<file path="src/rtl/mult_acc_stage_if.sv">
// Handshake bundle between the multiplier output, the accumulate stage and its consumer.
interface mult_acc_stage_if #(
  parameter int WIDTH1 = 8,
  parameter int WIDTH2 = 8,
  parameter int ACC_W  = 24,
  parameter int CNT_W  = 5
);
  logic                     in_valid;
  logic                     in_ready;
  logic                     in_last;
  logic [WIDTH1+WIDTH2-1:0] prod;
  logic                     clear;
  logic                     out_valid;
  logic                     out_ready;
  logic [ACC_W-1:0]         out_data;
  logic                     out_ovf;
  logic [CNT_W-1:0]         out_cnt;

  // master drives products and accepts results; slave is the accumulate stage
  modport master (
    output in_valid, in_last, prod, clear, out_ready,
    input  in_ready, out_valid, out_data, out_ovf, out_cnt
  );

  modport slave (
    input  in_valid, in_last, prod, clear, out_ready,
    output in_ready, out_valid, out_data, out_ovf, out_cnt
  );
endinterface

</file>
<file path="src/rtl/mult_acc_stage.sv">
// Frame accumulator behind the signed multiplier: sums products per frame and
// presents the total, term count and sticky overflow over valid/ready.
module mult_acc_stage #(
  parameter int WIDTH1 = 8,
  parameter int WIDTH2 = 8,
  parameter int ACC_W  = 24,
  parameter int LEN    = 16,
  parameter int CNT_W  = 5
) (
  input  logic             clk,
  input  logic             rst_n,
  mult_acc_stage_if.slave  bus
);
  localparam int PW = WIDTH1 + WIDTH2;

  typedef enum logic {ACC, HOLD} state_t;

  state_t           state;
  logic [ACC_W-1:0] acc;
  logic [CNT_W-1:0] cnt;
  logic             ovf;

  logic [ACC_W-1:0] out_data_q;
  logic [CNT_W-1:0] out_cnt_q;
  logic             out_ovf_q;
  logic             out_valid_q;

  logic [ACC_W-1:0] prod_ext;
  logic [ACC_W-1:0] sum;
  logic             ovf_beat;
  logic             accept;
  logic             frame_end;

  always_comb begin
    prod_ext  = ACC_W'(signed'(bus.prod[PW-1:0]));
    sum       = acc + prod_ext;
    // same-sign addends whose sum flips sign
    ovf_beat  = (acc[ACC_W-1] == prod_ext[ACC_W-1]) && (sum[ACC_W-1] != acc[ACC_W-1]);
    accept    = bus.in_valid && (state == ACC) && !bus.clear;
    frame_end = accept && (bus.in_last || (cnt == CNT_W'(LEN - 1)));
  end

  always_ff @(posedge clk or negedge rst_n) begin
    if (!rst_n) begin
      state       <= ACC;
      acc         <= '0;
      cnt         <= '0;
      ovf         <= 1'b0;
      out_valid_q <= 1'b0;
      out_data_q  <= '0;
      out_ovf_q   <= 1'b0;
      out_cnt_q   <= '0;
    end else begin
      case (state)
        ACC: begin
          if (bus.clear) begin
            acc <= '0;
            cnt <= '0;
            ovf <= 1'b0;
          end else if (frame_end) begin
            out_data_q  <= sum;
            out_ovf_q   <= ovf | ovf_beat;
            out_cnt_q   <= cnt + 1'b1;
            out_valid_q <= 1'b1;
            acc         <= '0;
            cnt         <= '0;
            ovf         <= 1'b0;
            state       <= HOLD;
          end else if (accept) begin
            acc <= sum;
            cnt <= cnt + 1'b1;
            ovf <= ovf | ovf_beat;
          end
        end
        HOLD: begin
          if (bus.out_ready) begin
            out_valid_q <= 1'b0;
            state       <= ACC;
          end
        end
        default: state <= ACC;
      endcase
    end
  end

  assign bus.in_ready  = (state == ACC);
  assign bus.out_valid = out_valid_q;
  assign bus.out_data  = out_data_q;
  assign bus.out_ovf   = out_ovf_q;
  assign bus.out_cnt   = out_cnt_q;
endmodule

</file>
<file path="src/flat_wrapper.sv">
// flat-port wrapper written by rule: the top's interface ports become plain ports
module mult_acc_stage_flat 
#(
  parameter int WIDTH1 = 8,
  parameter int WIDTH2 = 8,
  parameter int ACC_W  = 24,
  parameter int LEN    = 16,
  parameter int CNT_W  = 5
)
  (clk, rst_n, bus_in_valid, bus_in_last, bus_prod, bus_clear, bus_out_ready, bus_in_ready, bus_out_valid, bus_out_data, bus_out_ovf, bus_out_cnt);
  mult_acc_stage_if #(.WIDTH1(WIDTH1), .WIDTH2(WIDTH2), .ACC_W(ACC_W), .CNT_W(CNT_W)) bus_i ();
  input  logic clk;
  input  logic rst_n;
  input wire logic [$bits(bus_i.in_valid)-1:0] bus_in_valid;
  input wire logic [$bits(bus_i.in_last)-1:0] bus_in_last;
  input wire logic [$bits(bus_i.prod)-1:0] bus_prod;
  input wire logic [$bits(bus_i.clear)-1:0] bus_clear;
  input wire logic [$bits(bus_i.out_ready)-1:0] bus_out_ready;
  output wire logic [$bits(bus_i.in_ready)-1:0] bus_in_ready;
  output wire logic [$bits(bus_i.out_valid)-1:0] bus_out_valid;
  output wire logic [$bits(bus_i.out_data)-1:0] bus_out_data;
  output wire logic [$bits(bus_i.out_ovf)-1:0] bus_out_ovf;
  output wire logic [$bits(bus_i.out_cnt)-1:0] bus_out_cnt;
  assign bus_i.in_valid = bus_in_valid;
  assign bus_i.in_last = bus_in_last;
  assign bus_i.prod = bus_prod;
  assign bus_i.clear = bus_clear;
  assign bus_i.out_ready = bus_out_ready;
  assign bus_in_ready = bus_i.in_ready;
  assign bus_out_valid = bus_i.out_valid;
  assign bus_out_data = bus_i.out_data;
  assign bus_out_ovf = bus_i.out_ovf;
  assign bus_out_cnt = bus_i.out_cnt;
  mult_acc_stage #(.WIDTH1(WIDTH1), .WIDTH2(WIDTH2), .ACC_W(ACC_W), .LEN(LEN), .CNT_W(CNT_W)) u_core (.clk(clk), .rst_n(rst_n), .bus(bus_i));
endmodule
</file>
<file path="config.mk">
export PLATFORM = sky130hd
export DESIGN_NAME = mult_acc_stage_flat
export DESIGN_NICKNAME = d
export VERILOG_FILES = /design/src/rtl/mult_acc_stage_if.sv /design/src/rtl/mult_acc_stage.sv /design/src/flat_wrapper.sv
export SDC_FILE = /design/constraint.sdc
export NUM_CORES = 1
export LEC_CHECK = 0
export ABC_AREA = 1
export CAP_MARGIN = 20
export CORE_ASPECT_RATIO = 0.6
export CORE_MARGIN = 2
export CORE_UTILIZATION = 40
export CTS_BUF_LIST = sky130_fd_sc_hd__clkbuf_2
export DETAILED_ROUTE_END_ITERATION = 12
export DONT_BUFFER_PORTS = 1
export PLACE_DENSITY_LB_ADDON = 0.1
export SLEW_MARGIN = 20
export SYNTH_ARGS = -nofsm -noshare
export SYNTH_HDL_FRONTEND = slang
export SYNTH_SLANG_ARGS = --single-unit
</file>
<file path="constraint.sdc">
create_clock -name clk -period 2.6 [get_ports clk]
set_input_delay 0.52 -clock clk [delete_from_list [all_inputs] [get_ports clk]]
set_output_delay 0.52 -clock clk [all_outputs]
set_load 0.1 [all_outputs]
</file>
-- Yosys cells after proc, flatten, opt, wreduce, memory -nomap -nowiden
Index checks and enable logic that the tools add are counted.
- output and inout port bits: 32
- bits in registers: 62
- equal/unequal tests: 6
- $add $sub $neg: 2
- reductions and logical operators: 10
- muxes and demuxes: 17
- bitwise logic cells: 3
- operators by type and width (operator ; count):
    $mux W24 ; 3
    $add A24 B24 Y24 ; 1
    $mux W5 ; 3
    $mux W1 ; 9
    $reduce_and A3 Y1 ; 2
    $add A5 B1 Y5 const B ; 1
    $eq A5 B4 Y1 const B ; 1
    $logic_and A1 B1 Y1 ; 4
    $ne A2 B2 Y1 const B ; 2
    $pmux W1 S2 ; 2
    $reduce_bool A3 Y1 ; 1
    $ne A2 B1 Y1 const B ; 1
    $not A1 Y1 ; 2
    $reduce_and A2 Y1 ; 1
    $eq A1 B1 Y1 ; 1
    $logic_not A1 Y1 ; 1
    $logic_or A1 B1 Y1 ; 1
    $ne A1 B1 Y1 ; 1
    $or A1 B1 Y1 ; 1

-- Depth between registers and ports, before layout
Gate-level depths: netlist of the first run.
- depth after elaboration: 7
- mapped depth: 13
- gate-level depth less buffers: 13

-- Worst setup path before layout of the first run
Ideal clock, no wire load.
- path type: input to register
- from: input bus_prod[0]
- to: register u_core.out_data_q[18] (netlist: u_core.bus.out_data[18])
- path slack: 0.623 ns
- cell stages on the path: 12
- data required time: 2.480 ns
- arrival: 1.858 ns
- buffers on the path: 0
- path through: ha_1 -> fa_1 -> nand2_1 -> nand2_1 -> nand3b_1 -> nand2_2 -> nand2_1 -> nand2_1 -> nand2_1 -> nand3b_1 -> nand3_1 -> nand2_1
- longest elaborated chain between the ends: 1
- ends and longest elaborated chain (item ; line ; text):
    start, declared ; flat_wrapper.sv:16 ; input wire logic [$bits(bus_i.prod)-1:0] bus_prod;
    $add A24 B24 Y24 ; mult_acc_stage.sv:36 ; sum = acc + prod_ext;
    end signal, assigned ; mult_acc_stage.sv:61 ; out_data_q <= sum;
    end, declared ; mult_acc_stage.sv:23 ; logic [ACC_W-1:0] out_data_q;
Every way passes these cells.
A chain may end at the register's enable or synchronous reset.

-- Final worst setup path of the first run
- from: register u_core.acc[0]
- to: register u_core.acc[18]
- longest elaborated chain between the ends: 4
- ends and longest elaborated chain (item ; line ; text):
    start, declared ; mult_acc_stage.sv:19 ; logic [ACC_W-1:0] acc;
    start signal, assigned ; mult_acc_stage.sv:70 ; acc <= sum;
    $add A24 B24 Y24 ; mult_acc_stage.sv:36 ;
    $mux W24 ; mult_acc_stage.sv:69 ; end else if (accept) begin
    $mux W24 ; mult_acc_stage.sv:60 ; end else if (frame_end) begin
    $mux W24 ; mult_acc_stage.sv:56 ; if (bus.clear) begin
Every way passes these cells. The select of a mux whose other input is x is not followed.

==> results of run 1 <==
critical path: cells and delay by family, from the launching register on:
family	cells	cell delay (ps)
adder cells (fa/ha/maj)	2	640
flip-flops	1	420
AND/OR/NAND/NOR	10	900
repair_timing:
item / in CTS / in global routing
hold buffers: 2 / 0
gates resized for setup: 0 / 0
hold endpoints to repair: 62 / 0
metal layers:
layer	GRT usage, %	share of wire (%)	up-vias
met5	0	0	-
met4	5.978	1.2	0
met3	7.260	7.8	13
met2	28.89	38	84
met1	30.95	54	1573
li1	-	-	1744
power groups by stage:
stage	Combinational, mW	Sequential (mW)	Clock (mW)
after floorplan	0.439	2.00	0
after global placement	0.707	1.91	0
after detailed placement	0.714	1.91	0
after CTS	0.745	1.89	0.595
after global routing	0.832	1.91	0.638
final	0.742	1.88	0.573
cell usage after synthesis:
| cell | n |
|---|---|
| sky130_fd_sc_hd__o22ai_1 | 2 |
| sky130_fd_sc_hd__inv_1 | 56 |
| sky130_fd_sc_hd__or2_1 | 4 |
| sky130_fd_sc_hd__nor2_2 | 3 |
| sky130_fd_sc_hd__a21oi_2 | 1 |
| sky130_fd_sc_hd__nand3b_1 | 5 |
| sky130_fd_sc_hd__o21ai_0 | 34 |
| sky130_fd_sc_hd__clkinv_1 | 1 |
| sky130_fd_sc_hd__dfrtp_1 | 62 |
| sky130_fd_sc_hd__xnor2_1 | 6 |
| sky130_fd_sc_hd__nand2_2 | 8 |
| sky130_fd_sc_hd__o21a_1 | 1 |
| sky130_fd_sc_hd__fa_1 | 1 |
| sky130_fd_sc_hd__nor3_1 | 3 |
| sky130_fd_sc_hd__nand3_1 | 40 |
| sky130_fd_sc_hd__nand2_1 | 186 |
| sky130_fd_sc_hd__clkbuf_1 | 7 |
| sky130_fd_sc_hd__nand4_1 | 10 |
| sky130_fd_sc_hd__nor2_1 | 27 |
| sky130_fd_sc_hd__a21oi_1 | 23 |
| sky130_fd_sc_hd__nor4_1 | 1 |
| sky130_fd_sc_hd__nor2_4 | 2 |
| sky130_fd_sc_hd__and2_1 | 1 |
| sky130_fd_sc_hd__ha_1 | 25 |
| sky130_fd_sc_hd__buf_4 | 2 |
| sky130_fd_sc_hd__xor2_1 | 4 |
| sky130_fd_sc_hd__a22o_1 | 1 |
| sky130_fd_sc_hd__and2_4 | 1 |
| sky130_fd_sc_hd__o21bai_1 | 2 |
| sky130_fd_sc_hd__nand3_2 | 2 |
| sky130_fd_sc_hd__o21ai_2 | 2 |
| sky130_fd_sc_hd__o21ai_1 | 5 |
flip-flops by register name, summed over array words and instances (netlist names):
register and cells:
u_core.bus.out_ovf 1, u_core.bus.out_data 24, u_core.ovf 1, u_core.cnt 5, u_core.state 1, u_core.bus.out_cnt 5, u_core.acc 24, u_core.bus.out_valid 1
metrics by stage:
step                power (mW)  utilization, %  instance area, um^2
floorplan                2.439               -                 3880
global placement         2.612           43.88                 4076
detailed placement       2.620           43.88                 4076
CTS                      3.228           45.35                 4213
global route             3.375           45.35                 4213
finish                   3.199           45.35                 4213
cell families (layout without fill, tap and decap cells):
family / Yosys count / count (layout) / share of synthesized area [%]
AO/OA/AOI/OAI: 71 / 71 / 9.803
XOR/XNOR: 10 / 10 / 2.257
adder cells (fa/ha/maj): 26 / 26 / 8.578
buffers and inverters: 66 / 84 / 6.578
flip-flops: 62 / 62 / 39.99
AND/OR/NAND/NOR: 293 / 293 / 32.80
layout make-up:
cell class	instances	area, um^2	share of cell area, %
timing repair buffer	12	112.6	2.673
inverter	57	214.0	5.079
clock inverter	6	53.80	1.277
tap	130	162.7	3.861
clock buffer	9	45.04	1.069
multi-input combinational	400	2073	49.21
sequential	62	1551	36.83
worst min path at each step:
stage / cells past startpoint / end / from
final: 1 / u_core.bus.out_valid / bus_out_ready
after global routing: 1 / u_core.bus.out_valid / bus_out_ready
after CTS: 1 / u_core.bus.out_valid / bus_out_ready
after detailed placement: 0 / u_core.bus.out_cnt[1] / rst_n
after global placement: 0 / u_core.bus.out_cnt[1] / rst_n
after floorplan: 0 / u_core.acc[0] / rst_n
==> tab_implementation.tex, run 1 <==
\begin{tabular}{lr}
\hline
Metric & Value \\
\hline
\multicolumn{2}{l}{\textbf{Global route}} \\
GR Util All Layers & 21.09\% \\
Largest net degree at the start of global routing & 63 \\
Antenna violations before repair & 0 \\
Grt ovf & 0 \\
Via count of the first global-routing pass & between 3k and 4k \\
Wire length of the first global-routing pass & around 17 mm \\
\multicolumn{2}{l}{\textbf{Clock tree}} \\
Maximum buffer depth of the clock tree & 2 \\
Clock latency at the later pin of the worst-skew pair & 530 ps \\
CTS tree & done \\
Buffer count from post-CTS setup fixing & 0 \\
Depth of the CTS H-tree & 3 \\
Sinks on the clock net & 62 \\
Root buffer selected by CTS & sky130\_fd\_sc\_hd\_\_clkbuf\_2 \\
Clock slew at reported path FFs & approximately 170 ps \\
CTS buffer count & 9 \\
\multicolumn{2}{l}{\textbf{STA}} \\
F\_max & between 400 and 500 MHz \\
Worst clock skew on the final layout & 14.35 ps \\
Relative max-transition margin & a little under two fifths \\
Share of the clock period used by the worst path after layout & 79.09\% \\
Worst-margin pin slew & approximately 930 ps \\
Worst slack on hold paths & roughly 60 ps \\
Number of failing hold endpoints at the final stage & 0 \\
Unrepaired setup endpoints after global routing & no \\
Worst setup slack after layout & roughly 540 ps \\
Setup TNS after final layout & 0 ps \\
Final slew viol count & 0 \\
Period minus WS final & 2056 ps \\
Setup violators final & 0 \\
\multicolumn{2}{l}{\textbf{Power and ir drop}} \\
Proportion of power drawn by flip-flops and latches & between 50\% and 60\% \\
Gate power share & 23.2\% \\
Worst vdd rail ir drop & about 0.45 mV \\
Sw frac & between 50\% and 60\% \\
Leakage power & between 2 and 2.5 nW \\
Net Sw Power & between 1.5 and 2 mW \\
Relative contribution of the clock network to total power & between 15 and 20\% \\
Total power per unit cell area & between 700 and 800 mW/mm\^{}2 \\
Int Pwr & between 1.5 and 2 mW \\
\multicolumn{2}{l}{\textbf{Placement}} \\
Place WS & 418.3 ps \\
DP Cell Count & about 660 \\
Count of input and output buffers & 0 \\
Total half-perimeter wirelength after legalization and detailed placement & about 7.8 mm \\
Final RePlAce weighted congestion & 0.9112 \\
\multicolumn{2}{l}{\textbf{Route}} \\
Iteration-0 DRC count of the detailed router & $\sim$240 \\
DRC violations left & 0 \\
Sum of routed wire length over all layers & between 10 and 15 mm \\
Via count & 3,414 \\
Vias per Instance & about 5 \\
Final routed wire length divided by cell count & about 15 um \\
DRT antenna net count & 0 \\
Detailed-routing iteration count for the pre-antenna-repair pass & 5 \\
\multicolumn{2}{l}{\textbf{Setup path}} \\
Crit path from & u\_core.acc[0] \\
Dominant cell type by count on the critical path & sky130\_fd\_sc\_hd\_\_nand2\_1 \\
Capture instance of the worst register-to-register path & u\_core.acc[18] \\
Kind of end point of the critical path & flip-flop \\
Worst setup path endpoint & u\_core.acc[18] \\
Cells traversed along the worst timing path & ha\_1, fa\_1, nand2\_1, nand2\_1, nand3b\_1, nand2\_2, nand2\_1, nand2\_1, nand2\_1, nand3b\_1, nand3\_1, nand2\_1 \\
Number of cells on the worst reg-to-reg path & 12 \\
Worst Path Arrival & 2490 ps \\
Required time of the critical path & about 3000 ps \\
Startpoint type of the worst setup path & flip-flop \\
Max Fanout on Critical Path & 4 \\
Worst-case register-to-register setup slack & 540 ps \\
Source of the worst register-to-register timing path & u\_core.acc[0] \\
Maximum cell stage delay along the critical path & approximately 420 ps \\
CP Class & reg2reg \\
Cell with the largest stage delay on the worst path & sky130\_fd\_sc\_hd\_\_dfrtp\_1 \\
\multicolumn{2}{l}{\textbf{Die}} \\
Area of the core region & 0.009290 mm\^{}2 \\
I/O pin total & 54 \\
Initial cell density of the core & 41.76\% \\
Core Rows & 27 \\
Die width & 131.1 um \\
Die outline height & between 80 and 90 um \\
Area of the die & $\sim$0.011 mm\^{}2 \\
\multicolumn{2}{l}{\textbf{Layout}} \\
Net count reported at finish & 590 \\
Layout Cells excl Fill & 676 \\
Commonest cells after routing, fill and taps aside & sky130\_fd\_sc\_hd\_\_nand2\_1 (186), sky130\_fd\_sc\_hd\_\_dfrtp\_1 (62), sky130\_fd\_sc\_hd\_\_inv\_1 (56), sky130\_fd\_sc\_hd\_\_nand3\_1 (40), sky130\_fd\_sc\_hd\_\_o21ai\_0 (34) \\
Diode insertion count for antenna repair & 0 \\
Share of cells above drive strength 1 & slightly below 8\% \\
Number of fillers in the final layout & between 900 and 1k \\
Area growth from synthesis to layout & 8.578\% \\
Most common cell after layout, fill and taps aside & sky130\_fd\_sc\_hd\_\_nand2\_1 \\
\multicolumn{2}{l}{\textbf{Outcome}} \\
Run status & complete, no violations \\
\multicolumn{2}{l}{\textbf{Synthesis}} \\
Number of standard cells after synthesis & 528 \\
Cell area after synthesis & around 0.0039 mm\^{}2 \\
Portion of the post-synthesis area used by sequential elements & between 30\% and 40\% \\
Number of synthesized register bits & 62 \\
Ranking of synthesized cells by area & sky130\_fd\_sc\_hd\_\_dfrtp\_1 (40\%), sky130\_fd\_sc\_hd\_\_nand2\_1 (18\%), sky130\_fd\_sc\_hd\_\_ha\_1 (8.1\%) \\
Library cell occupying the most area in the post-synthesis netlist & sky130\_fd\_sc\_hd\_\_dfrtp\_1 \\
Syn avg cell area & between 7 and 8 um\^{}2 \\
Number of different library cells in the post-synthesis netlist & 32 \\
Post-Syn Nets & $\sim$580 \\
Synth top area share & 39.99\% \\
Number of warnings printed during yosys synthesis & 0 \\
\multicolumn{2}{l}{\textbf{Min path}} \\
Path type of the worst min-delay path & in2reg \\
\multicolumn{2}{l}{\textbf{Job}} \\
Count of max-cap constraint violations & 0 \\
\hline
\end{tabular}
(Power assumes the default switching activity.)
==> run 2: changes to the inputs <==
- clock period: 2.6 -> 2.1 ns (I/O delays scaled with it)
==> run 2 against run 1 <==
Effect of this change:
- worst hold slack better by 100 ps
- clock-buffer cell count up 2
- sequential share of layout area down 1.9 points
- sequential power down 24%
- critical path depth unchanged
- core utilization up 2.5 points
- clock skew up 7.3 ps
- combinational power rose to 2.7 times the previous value
- critical endpoint is now u_core.bus.out_data[18]
==> tab_implementation.tex, run 2 (synthesis results as in run 1) <==
\begin{tabular}{lr}
\hline
Metric & Value \\
\hline
\multicolumn{2}{l}{\textbf{Layout}} \\
Diode insertion count for antenna repair & 0 \\
Commonest cells after routing, fill and taps aside & sky130\_fd\_sc\_hd\_\_nand2\_1 (186), sky130\_fd\_sc\_hd\_\_dfrtp\_1 (62), sky130\_fd\_sc\_hd\_\_inv\_1 (56), sky130\_fd\_sc\_hd\_\_buf\_4 (41), sky130\_fd\_sc\_hd\_\_nand3\_1 (40) \\
Utilization after layout & a little under half \\
Net count reported at finish & $\sim$620 \\
Most common cell after layout, fill and taps aside & sky130\_fd\_sc\_hd\_\_nand2\_1 \\
Number of fillers in the final layout & approximately 950 \\
Sequential standard cell area & $\sim$0.0016 mm\^{}2 \\
Share of cells above drive strength 1 & a little over an eighth \\
Multi-input combinational cell area & between 0.002 and 0.0025 mm\^{}2 \\
Non-Filler Cell Area, Final & 0.004446 mm\^{}2 \\
Area growth from synthesis to layout & 14.58\% \\
\multicolumn{2}{l}{\textbf{Min path}} \\
Hold path depth & 3 \\
Path type of the worst min-delay path & in2reg \\
Hold Startpoint & bus\_in\_valid \\
Terminating pin of the worst hold path & u\_core.cnt[0] \\
\multicolumn{2}{l}{\textbf{Global route}} \\
Largest net degree at the start of global routing & 63 \\
Via count of the first global-routing pass & approximately 3.6k \\
Grt ovf & 0 \\
Antenna violations before repair & 0 \\
GR Util All Layers & roughly 22\% \\
Wire length of the first global-routing pass & approximately 18 mm \\
\multicolumn{2}{l}{\textbf{Setup path}} \\
Number of cells on the worst reg-to-reg path & 12 \\
CP Class & reg2reg \\
Cells traversed along the worst timing path & ha\_2, fa\_2, nand2\_1, nand2\_1, nand3b\_1, nand2\_2, nand2\_1, nand2\_1, nand2\_1, nand3b\_1, nand3\_1, nand2\_1 \\
Sum of buffers and inverters on the critical path & 0 \\
Dominant cell type by count on the critical path & sky130\_fd\_sc\_hd\_\_nand2\_1 \\
Maximum cell stage delay along the critical path & around 440 ps \\
Capture instance of the worst register-to-register path & u\_core.bus.out\_data[18] \\
Required time of the critical path & around 2500 ps \\
Worst-case register-to-register setup slack & around 130 ps \\
Source of the worst register-to-register timing path & u\_core.acc[0] \\
Startpoint type of the worst setup path & flip-flop \\
Cell family contributing the most delay on the critical path & simple AND/OR/NAND/NOR gates \\
Worst Path Arrival & 2420 ps \\
Cell with the largest stage delay on the worst path & sky130\_fd\_sc\_hd\_\_dfrtp\_1 \\
Max Fanout on Critical Path & 4 \\
Kind of end point of the critical path & flip-flop \\
\multicolumn{2}{l}{\textbf{STA}} \\
Number of failing hold endpoints at the final stage & 0 \\
Period minus WS final & 1971 ps \\
Final slew viol count & 0 \\
Unrepaired setup endpoints after global routing & yes \\
Relative max-transition margin & approximately three quarters \\
Setup TNS after final layout & 0 ps \\
F\_max & $\sim$510 MHz \\
Worst clock skew on the final layout & 21.63 ps \\
Setup violators final & 0 \\
Share of the clock period used by the worst path after layout & around 94\% \\
Worst-margin pin slew & between 300 and 400 ps \\
Worst setup slack after layout & roughly 130 ps \\
\multicolumn{2}{l}{\textbf{Clock tree}} \\
Depth of the CTS H-tree & 3 \\
Clock latency at the later pin of the worst-skew pair & about 540 ps \\
Root buffer selected by CTS & sky130\_fd\_sc\_hd\_\_clkbuf\_2 \\
CTS tree & done \\
Sinks on the clock net & 62 \\
Clock slew at reported path FFs & roughly 190 ps \\
CTS buffer count & 9 \\
Maximum buffer depth of the clock tree & 2 \\
\multicolumn{2}{l}{\textbf{Placement}} \\
Total half-perimeter wirelength after legalization and detailed placement & roughly 8.3 mm \\
Place WS & 35.89 ps \\
Final RePlAce weighted congestion & 0.8798 \\
Post-detailed-placement cell area & about 0.0043 mm\^{}2 \\
Count of input and output buffers & 0 \\
\multicolumn{2}{l}{\textbf{Power and ir drop}} \\
Overall power consumption & roughly 4.1 mW \\
Worst vdd rail ir drop & a little over 0.5 mV \\
Total power per unit cell area & slightly above 900 mW/mm\^{}2 \\
Leakage power & 2.399 nW \\
\multicolumn{2}{l}{\textbf{Outcome}} \\
Run status & complete, no violations \\
\multicolumn{2}{l}{\textbf{Die}} \\
Area of the die & approximately 0.011 mm\^{}2 \\
I/O pin total & 54 \\
Initial cell density of the core & 41.76\% \\
Die outline height & approximately 80 um \\
Core Rows & 27 \\
Area of the core region & roughly 0.0093 mm\^{}2 \\
Die width & 131.1 um \\
\multicolumn{2}{l}{\textbf{Route}} \\
Via count & between 3k and 4k \\
Detailed-routing wirelength on met1 & 5.521 mm \\
Final routed wire length divided by cell count & 15.10 um \\
Iteration-0 DRC count of the detailed router & $\sim$280 \\
Vias per Instance & 5.055 \\
WL met2 & 4.000 mm \\
Detailed-routing iteration count for the pre-antenna-repair pass & 5 \\
DRC violations left & 0 \\
Sum of routed wire length over all layers & $\sim$11 mm \\
Routed met3 length & 981 um \\
Top Layer Used & met4 \\
DRT antenna net count & 0 \\
\multicolumn{2}{l}{\textbf{Job}} \\
Count of max-cap constraint violations & 0 \\
\hline
\end{tabular}
-- run 2: layout make-up --
type                    count  share of cell area (%)
multi-input cells         400                   46.83
repair buffers             44                   7.993
clock buffers              11                   1.238
flip-flops and latches     62                   34.90
well taps                 130                   3.659
inverters                  57                   4.813
clock inverters             4                  0.5629
-- run 2: how the worst max path moves through the flow --
stage / start / end / cells after the start
global placement: bus_prod[0] / u_core.acc[18] / 12
CTS: u_core.acc[0] / u_core.bus.out_data[18] / 12
finish: u_core.acc[0] / u_core.bus.out_data[18] / 12
detailed placement: bus_prod[0] / u_core.acc[18] / 12
global route: u_core.acc[0] / u_core.bus.out_data[18] / 12
floorplan: u_core.state / u_core.acc[20] / 8
-- run 2: what timing repair did --
action,4_1_cts,5_1_grt
setup endpoints to repair,0,8
hold buffers,3,0
endpoints found under the hold margin,64,0
gates resized for setup,0,3
setup buffers,0,1
-- run 2: per-layer routing --
layer	vias up	track usage, %
met2	112	30.05
met1	1656	31.83
met5	-	0
met4	0	7.717
li1	1793	-
met3	18	7.828
-- run 2: per-stage QoR --
| stage | hold WS (ps) | std cells |
|---|---|---|
| after floorplan | 124.4 | 528 |
| after global placement | 126.3 | 689 |
| after detailed placement | 126.5 | 689 |
| after CTS | 124.8 | 707 |
| after global routing | 155.5 | 708 |
| final | 164.3 | 708 |
-- run 2: power by group --
part / total, mW / switching (mW) / internal [mW] / leakage, nW
combinational: 2.04 / 1.61 / 0.433 / 1.53
sequential: 1.43 / 0.0630 / 1.36 / 0.816
clock: 0.614 / 0.460 / 0.154 / 0.0538
total: 4.08 / 2.13 / 1.95 / 2.40
-- run 2: worst register-to-register path: stages (launching register included) --
cell and delay [ps]:
sky130_fd_sc_hd__dfrtp_1 440, sky130_fd_sc_hd__ha_2 200, sky130_fd_sc_hd__fa_2 360, sky130_fd_sc_hd__nand2_1 80, sky130_fd_sc_hd__nand2_1 70, sky130_fd_sc_hd__nand3b_1 150, sky130_fd_sc_hd__nand2_2 100, sky130_fd_sc_hd__nand2_1 70
sky130_fd_sc_hd__nand2_1 70, sky130_fd_sc_hd__nand2_1 90, sky130_fd_sc_hd__nand3b_1 90, sky130_fd_sc_hd__nand3_1 90, sky130_fd_sc_hd__nand2_1 50
